### config.mk
export PLATFORM = sky130hd
export DESIGN_NAME = ahb_dm_slave_flat
export DESIGN_NICKNAME = d
export VERILOG_FILES = /design/src/rtl/ahb_dm_slave_if.sv /design/src/rtl/ahb_dm_slave.sv /design/src/flat_wrapper.sv
export SDC_FILE = /design/constraint.sdc
export NUM_CORES = 1
export LEC_CHECK = 0
export CORE_ASPECT_RATIO = 2
export CORE_MARGIN = 2
export CORE_UTILIZATION = 31
export DETAILED_ROUTE_END_ITERATION = 6
export PLACE_DENSITY_LB_ADDON = 0.05
export SETUP_SLACK_MARGIN = 0.3
export SYNTH_ARGS = -nofsm -noshare
export SYNTH_HDL_FRONTEND = slang
export SYNTH_SLANG_ARGS = --single-unit
### constraint.sdc
create_clock -name clk -period 2.8 [get_ports clk]
set_clock_uncertainty 0.2 [all_clocks]
set_input_delay 0.56 -clock clk [delete_from_list [all_inputs] [get_ports clk]]
set_output_delay 0.56 -clock clk [all_outputs]
set_load 0.01 [all_outputs]
### src/rtl/ahb_dm_slave_if.sv
// ---------------------------------------------------------------------------
// ahb_dm_slave_if
// AHB-Lite bus bundle between one master (or the bus fabric) and the
// data-memory slave front-end.
//
// Signals:
//   HSEL      slave select
//   HADDR     32-bit byte address (address phase)
//   HTRANS    transfer type: 00 IDLE, 01 BUSY, 10 NONSEQ, 11 SEQ
//   HWRITE    1 = write
//   HSIZE     transfer size: 0 byte, 1 halfword, 2 word
//   HWDATA    write data, valid in the data phase
//   HREADYIN  bus-level HREADY as seen by the slave
//   HREADYOUT slave ready
//   HRESP     0 OKAY, 1 ERROR
//   HRDATA    read data
//
// Modports:
//   master  drives the request side and observes the response
//   slave   observes the request side and drives the response
// ---------------------------------------------------------------------------
interface ahb_dm_slave_if;
    logic        HSEL;
    logic [31:0] HADDR;
    logic [1:0]  HTRANS;
    logic        HWRITE;
    logic [2:0]  HSIZE;
    logic [31:0] HWDATA;
    logic        HREADYIN;
    logic        HREADYOUT;
    logic        HRESP;
    logic [31:0] HRDATA;

    modport master (
        output HSEL, HADDR, HTRANS, HWRITE, HSIZE, HWDATA, HREADYIN,
        input  HREADYOUT, HRESP, HRDATA
    );

    modport slave (
        input  HSEL, HADDR, HTRANS, HWRITE, HSIZE, HWDATA, HREADYIN,
        output HREADYOUT, HRESP, HRDATA
    );
endinterface

### src/rtl/ahb_dm_slave.sv
// ---------------------------------------------------------------------------
// ahb_dm_slave
// AHB-Lite slave front-end placed directly in front of the data memory (DM).
// Converts bus transfers into DM word accesses, performs read-modify-write
// for byte and halfword stores, inserts WAIT_STATES data-phase wait cycles
// per accepted transfer and produces the two-cycle ERROR response for
// illegal transfers.
//
// Parameters:
//   WAIT_STATES  data-phase wait cycles per accepted transfer (0..7)
//   DM_AW        DM word-address width; HADDR[DM_AW+1:2] is decoded
//
// Ports:
//   clk         clock
//   rst         synchronous active-high reset
//   bus         AHB-Lite slave modport (HSEL..HRDATA)
//   DM_enable   DM access active (every DATA cycle)
//   DM_write    DM write strobe (final DATA cycle of a write only)
//   DM_address  DM word address
//   DM_in       merged write word (new bytes over the current DM word)
//   DM_out      DM combinational read word
// ---------------------------------------------------------------------------
module ahb_dm_slave #(
    parameter int WAIT_STATES = 0,
    parameter int DM_AW       = 16
) (
    input  logic              clk,
    input  logic              rst,
    ahb_dm_slave_if.slave     bus,
    output logic              DM_enable,
    output logic              DM_write,
    output logic [DM_AW-1:0]  DM_address,
    output logic [31:0]       DM_in,
    input  logic [31:0]       DM_out
);

    typedef enum logic [1:0] {IDLE, DATA, ERR1, ERR2} state_t;

    localparam logic [2:0] WAIT_INIT = 3'(WAIT_STATES);

    state_t           state, state_next;
    logic [2:0]       wait_cnt, wait_cnt_next;
    logic [DM_AW-1:0] addr_reg, addr_next;
    logic             write_reg, write_next;
    logic [3:0]       mask_reg, mask_next;

    logic             illegal;
    logic [3:0]       lane_mask;
    logic             final_cycle;
    logic             can_accept;
    logic             accept;

    // Address-phase decode: little-endian byte-lane mask for the requested
    // size, plus the illegal-transfer check (bad size, misalignment, or an
    // address beyond the DM window). The window check shifts instead of
    // slicing so it stays valid for any DM_AW.
    always_comb begin
        illegal   = 1'b0;
        lane_mask = 4'b0000;
        case (bus.HSIZE)
            3'd0: lane_mask = 4'b0001 << bus.HADDR[1:0];
            3'd1: begin
                lane_mask = bus.HADDR[1] ? 4'b1100 : 4'b0011;
                illegal   = bus.HADDR[0];
            end
            3'd2: begin
                lane_mask = 4'b1111;
                illegal   = (bus.HADDR[1:0] != 2'b00);
            end
            default: illegal = 1'b1;
        endcase
        if ((bus.HADDR >> (DM_AW + 2)) != 32'd0) begin
            illegal = 1'b1;
        end
    end

    // A new address phase may only be taken when the slave is not stalling
    // the bus: in IDLE, in the last DATA cycle, or in ERR2. During ERR1 the
    // address phase is deliberately ignored and must be re-presented.
    assign final_cycle = (state == DATA) && (wait_cnt == 3'd0);
    assign can_accept  = (state == IDLE) || final_cycle || (state == ERR2);
    assign accept      = can_accept && bus.HSEL && bus.HTRANS[1] && bus.HREADYIN;

    // State and transfer-attribute registers.
    always_ff @(posedge clk) begin
        if (rst) begin
            state     <= IDLE;
            wait_cnt  <= 3'd0;
            addr_reg  <= '0;
            write_reg <= 1'b0;
            mask_reg  <= 4'b0000;
        end else begin
            state     <= state_next;
            wait_cnt  <= wait_cnt_next;
            addr_reg  <= addr_next;
            write_reg <= write_next;
            mask_reg  <= mask_next;
        end
    end

    // Next-state and output logic. Outputs are forced to their idle values
    // while rst is high so that a reset landing on the final cycle of a
    // write cannot leak a DM_write into memory.
    always_comb begin
        state_next    = IDLE;
        wait_cnt_next = wait_cnt;
        addr_next     = addr_reg;
        write_next    = write_reg;
        mask_next     = mask_reg;

        bus.HREADYOUT = 1'b1;
        bus.HRESP     = 1'b0;
        bus.HRDATA    = 32'd0;
        DM_enable     = 1'b0;
        DM_write      = 1'b0;
        DM_address    = '0;
        DM_in         = 32'd0;

        case (state)
            DATA: begin
                if (wait_cnt != 3'd0) begin
                    state_next    = DATA;
                    wait_cnt_next = wait_cnt - 3'd1;
                end
            end
            ERR1: state_next = ERR2;
            default: ;
        endcase

        if (accept) begin
            if (illegal) begin
                state_next = ERR1;
            end else begin
                state_next    = DATA;
                wait_cnt_next = WAIT_INIT;
                addr_next     = bus.HADDR[DM_AW+1:2];
                write_next    = bus.HWRITE;
                mask_next     = lane_mask;
            end
        end

        if (!rst) begin
            case (state)
                DATA: begin
                    DM_enable     = 1'b1;
                    DM_address    = addr_reg;
                    bus.HREADYOUT = final_cycle;
                    if (write_reg) begin
                        // Read-modify-write: unselected lanes keep the
                        // current DM contents.
                        for (int i = 0; i < 4; i++) begin
                            DM_in[8*i +: 8] = mask_reg[i] ? bus.HWDATA[8*i +: 8]
                                                          : DM_out[8*i +: 8];
                        end
                        DM_write = final_cycle;
                    end else if (final_cycle) begin
                        bus.HRDATA = DM_out;
                    end
                end
                ERR1: begin
                    bus.HREADYOUT = 1'b0;
                    bus.HRESP     = 1'b1;
                end
                ERR2: begin
                    bus.HRESP = 1'b1;
                end
                default: ;
            endcase
        end
    end

endmodule

### src/flat_wrapper.sv
// flat-port wrapper written by rule: the top's interface ports become plain ports
module ahb_dm_slave_flat 
#(
    parameter int WAIT_STATES = 0,
    parameter int DM_AW       = 16
)
  (clk, rst, DM_enable, DM_write, DM_address, DM_in, DM_out, bus_HSEL, bus_HADDR, bus_HTRANS, bus_HWRITE, bus_HSIZE, bus_HWDATA, bus_HREADYIN, bus_HREADYOUT, bus_HRESP, bus_HRDATA);
  ahb_dm_slave_if bus_i ();
  input  logic clk;
  input  logic rst;
  output logic DM_enable;
  output logic DM_write;
  output logic [DM_AW-1:0] DM_address;
  output logic [31:0] DM_in;
  input  logic [31:0] DM_out;
  input wire logic [$bits(bus_i.HSEL)-1:0] bus_HSEL;
  input wire logic [$bits(bus_i.HADDR)-1:0] bus_HADDR;
  input wire logic [$bits(bus_i.HTRANS)-1:0] bus_HTRANS;
  input wire logic [$bits(bus_i.HWRITE)-1:0] bus_HWRITE;
  input wire logic [$bits(bus_i.HSIZE)-1:0] bus_HSIZE;
  input wire logic [$bits(bus_i.HWDATA)-1:0] bus_HWDATA;
  input wire logic [$bits(bus_i.HREADYIN)-1:0] bus_HREADYIN;
  output wire logic [$bits(bus_i.HREADYOUT)-1:0] bus_HREADYOUT;
  output wire logic [$bits(bus_i.HRESP)-1:0] bus_HRESP;
  output wire logic [$bits(bus_i.HRDATA)-1:0] bus_HRDATA;
  assign bus_i.HSEL = bus_HSEL;
  assign bus_i.HADDR = bus_HADDR;
  assign bus_i.HTRANS = bus_HTRANS;
  assign bus_i.HWRITE = bus_HWRITE;
  assign bus_i.HSIZE = bus_HSIZE;
  assign bus_i.HWDATA = bus_HWDATA;
  assign bus_i.HREADYIN = bus_HREADYIN;
  assign bus_HREADYOUT = bus_i.HREADYOUT;
  assign bus_HRESP = bus_i.HRESP;
  assign bus_HRDATA = bus_i.HRDATA;
  ahb_dm_slave #(.WAIT_STATES(WAIT_STATES), .DM_AW(DM_AW)) u_core (.clk(clk), .rst(rst), .bus(bus_i), .DM_enable(DM_enable), .DM_write(DM_write), .DM_address(DM_address), .DM_in(DM_in), .DM_out(DM_out));
endmodule
==> results.ini <==
[critical_path]
crit_start = u_core.state[1]
slowest_stage = dfxtp_2
crit_required_ns = 2.04
rr_startpoint = u_core.state[1]
endpoint_kind = output port
max_stage_delay_ns = 0.33
cp.arrival_ns = 1.87
cpMostUsedCell = buf_6
cp_cell_sequence = inv_2, ha_4, nor2b_4, nor3b_4, buf_6, buf_6, buf_6, buf_16, and2_1, buf_2
r2r_end = u_core.write_reg
start_kind = flip-flop
worst-setup-path-type = flip-flop to output port
critPathCapture = bus_HRDATA[2]
r2r_cells = 11
r2r_slack_ns = 0.43
crit_fanout = 8

[timing]
slew_headroom_pct = 63.4
max_freq_mhz = 380
finalWorstSetupSlack_ns = 0.169
worstMarginPinSlew_ns = 0.548
rsz0062_at_grt = true
slew_violations = 0
hold_violations = 0
period_needed_ns = 2.63
finalCritPeriodShare_pct = 94.0
setup_violations = 0

[grt]
antenna_found_initial = 0
grt_pass1_wl_um = 12900
grt-ovfl-total = 0
grt_max_degree = 30
grt_pass1_vias = 2519
grt.total_usage_pct = 23.1

[yosys]
synthMuxAreaShare_pct = 15.7
synth_top_family_by_area = simple AND/OR/NAND/NOR gates
ys_seq_area_share_pct = 25.5
synth-simple-area-share_pct = 38.2
ys_warn_count = 0
synth_cell_types = 32
ys_seq_elements = 26
synth-xor-area-share_pct = 0.429
synth_compound_area_share_pct = 10.2
syn-cell-area_um2 = 2040
yosys.area_share.adder_pct = 3.68
synthCells = 276
synth_fp_nets = 388
syn_avg_cell_area_um2 = 7.39

[power]
vdd_drop_max_v = 0.000365
leakagePower_nw = 1.78
p_comb_share_pct = 22.9
seqPwrFrac_pct = 40.2
p_per_area_nw_per_um2 = 216
total_power_mw = 0.924
p_clk_share_pct = 36.9
p_sw_mw = 0.182
swShare_pct = 19.7
internal_power_mw = 0.743

[clock_network]
cts_buffers = 3
clkTransAtPathRegs_ns = 0.06
cts-root-buf = clkbuf_16
clk_latency_ns = 0.26
cts_max_level = 1
cts-root-to-sink-buffers = 2
cts_sinks = 26
cts_hold_buf = 0
cts_tree = done

[route]
wl_per_cell_um = 15.8
drt_iter0_markers = 58
drc = 0
via_per_inst = 4.64
wl_um = 8920
route.antenna.remaining_nets = 0
first_pass_iters = 4
vias = 2625

[floorplanning]
rows = 41
pin_count = 190
die_x_um = 61.4
die-height_um = 119
initial_utilization_pct = 32.1
coreArea_um2 = 6360
die_area_um2 = 7290

[finish]
num-fill-cells = 594
drive_above_1_share_pct = 35.2
layoutNonFillerInstCount = 566
regArea_um2 = 523
largest_reg_flops = 16
multi_input_area_um2 = 1530
antenna_cells = 0
fin_nets = 593
syn_to_final_growth_pct = 110

[placed_design]
place_inst = 545
hpwlAfterDp_um = 6850
place_ws_ns = -0.473
io_buffers = 188
gp_congestion = 0.801

[flow_run]
cap_viol_max_count = 0

[min_path]
min_path_type = flip-flop to flip-flop

[run_status]
status = finished clean

[layout by cell type, fill, tap and decap left out, drive strengths merged, types with 2 or more instances in the layout]
cell,netlist,routed
clkbuf,11,53
nor2b,4,4
ha,6,6
nand3b,4,4
dlygate4sd2,0,2
nor3,6,6
nor2,39,39
nor4,3,3
and2,48,48
o21ai,10,10
buf,9,64
a21oi,21,21
mux2i,32,32
clkdlybuf4s50,0,104
inv,6,6
dfxtp,26,26
nand2,38,38
[how the worst min path moves through the flow]
stage                                   from                  to  depth (start not counted)
after floorplan           u_core.addr_reg[0]  u_core.addr_reg[0]                          2
after CTS                 u_core.addr_reg[2]  u_core.addr_reg[2]                          2
after global routing      u_core.addr_reg[2]  u_core.addr_reg[2]                          2
after detailed placement  u_core.addr_reg[2]  u_core.addr_reg[2]                          2
after global placement    u_core.addr_reg[9]  u_core.addr_reg[9]                          2
final                     u_core.addr_reg[2]  u_core.addr_reg[2]                          2
[stage by stage]
stage | hold WS, ns | setup TNS [ns] | util [%] | area [um2]
after floorplan | 0.227 | 0 | - | 2040
after global placement | 0.233 | -25.91 | 64.1 | 4080
after detailed placement | 0.239 | -26.27 | 64.1 | 4080
after CTS | 0.248 | 0 | 66.9 | 4250
after global routing | 0.266 | 0 | 67.2 | 4280
final | 0.243 | 0 | 67.2 | 4280
[cell type report]
class / count / area share (%)
timing repair buffer: 220 / 46.9
clock buffer: 4 / 2.08
inverter: 6 / 0.527
tap: 86 / 2.52
sequential: 26 / 12.2
multi-input combinational: 224 / 35.8
[cells by family (layout without fill, tap and decap cells)]
group | after synthesis | in the layout
DFF | 26 | 26
muxes | 32 | 32
and+or+nand+nor | 150 | 150
AOI/OAI and AO/OA | 35 | 35
buffers and inverters | 26 | 230
adders and majority gates | 6 | 6
xor gates and xnor gates | 1 | 1
[power groups by stage]
stage	Sequential (mW)	Clock [mW]	Combinational, mW
floorplan	0.379	0	0.0372
global placement	0.380	0	0.197
detailed placement	0.380	0	0.202
CTS	0.371	0.353	0.208
global route	0.371	0.367	0.227
finish	0.371	0.341	0.212
[routing by layer]
metal  part of all wire [%]  wire length [um]  up-vias  track usage [%]
met5                      0                 0        -                0
met1                     31              2800     1174             21.2
met2                     56              5030      122             45.2
met3                     11               939       10             6.24
li1                       -                 -     1319                -
met4                    1.7               150        0             7.05
[cell usage after synthesis]
master | number | area (um2)
nor3_1 | 6 | 30.0
nand3b_2 | 4 | 45.0
a211oi_1 | 1 | 7.51
and2_1 | 48 | 300
a21oi_1 | 20 | 100
nor4_2 | 1 | 12.5
o21ai_2 | 4 | 35.0
or3_1 | 1 | 6.26
o31ai_2 | 1 | 12.5
inv_1 | 6 | 22.5
nor2_1 | 39 | 146
o21ai_0 | 6 | 30.0
nand2b_1 | 1 | 6.26
or4b_1 | 1 | 10.0
nor4b_2 | 1 | 15.0
clkbuf_1 | 11 | 41.3
a21boi_0 | 1 | 7.51
nand3_1 | 1 | 5.00
xnor2_1 | 1 | 8.76
dfxtp_1 | 26 | 521
and3b_1 | 1 | 8.76
and3_1 | 1 | 6.26
mux2i_1 | 32 | 320
nand2_1 | 38 | 143
buf_6 | 3 | 33.8
ha_1 | 6 | 75.1
nor2b_1 | 4 | 25.0
o211ai_1 | 1 | 7.51
nor3b_1 | 1 | 7.51
a21oi_2 | 1 | 8.76
buf_2 | 6 | 30.0
nor4_1 | 2 | 12.5
[critical path, delay by kind of cell, from the launching register on]
family        cells  cell delay (ns)
simple gates      3             0.50
buf+inv           6             0.66
flops             1             0.33
fa+ha+maj         1             0.13
[what timing repair did]
| item | in CTS | in global routing |
|---|---|---|
| gates resized for setup | 228 | 136 |
| buffers inserted | 11 | 3 |
| gates cloned | 3 | 0 |
| endpoints found under the setup margin | 84 | 82 |
| pin swaps | 16 | 10 |
Note: power is estimated with default switching activity, not from simulation.
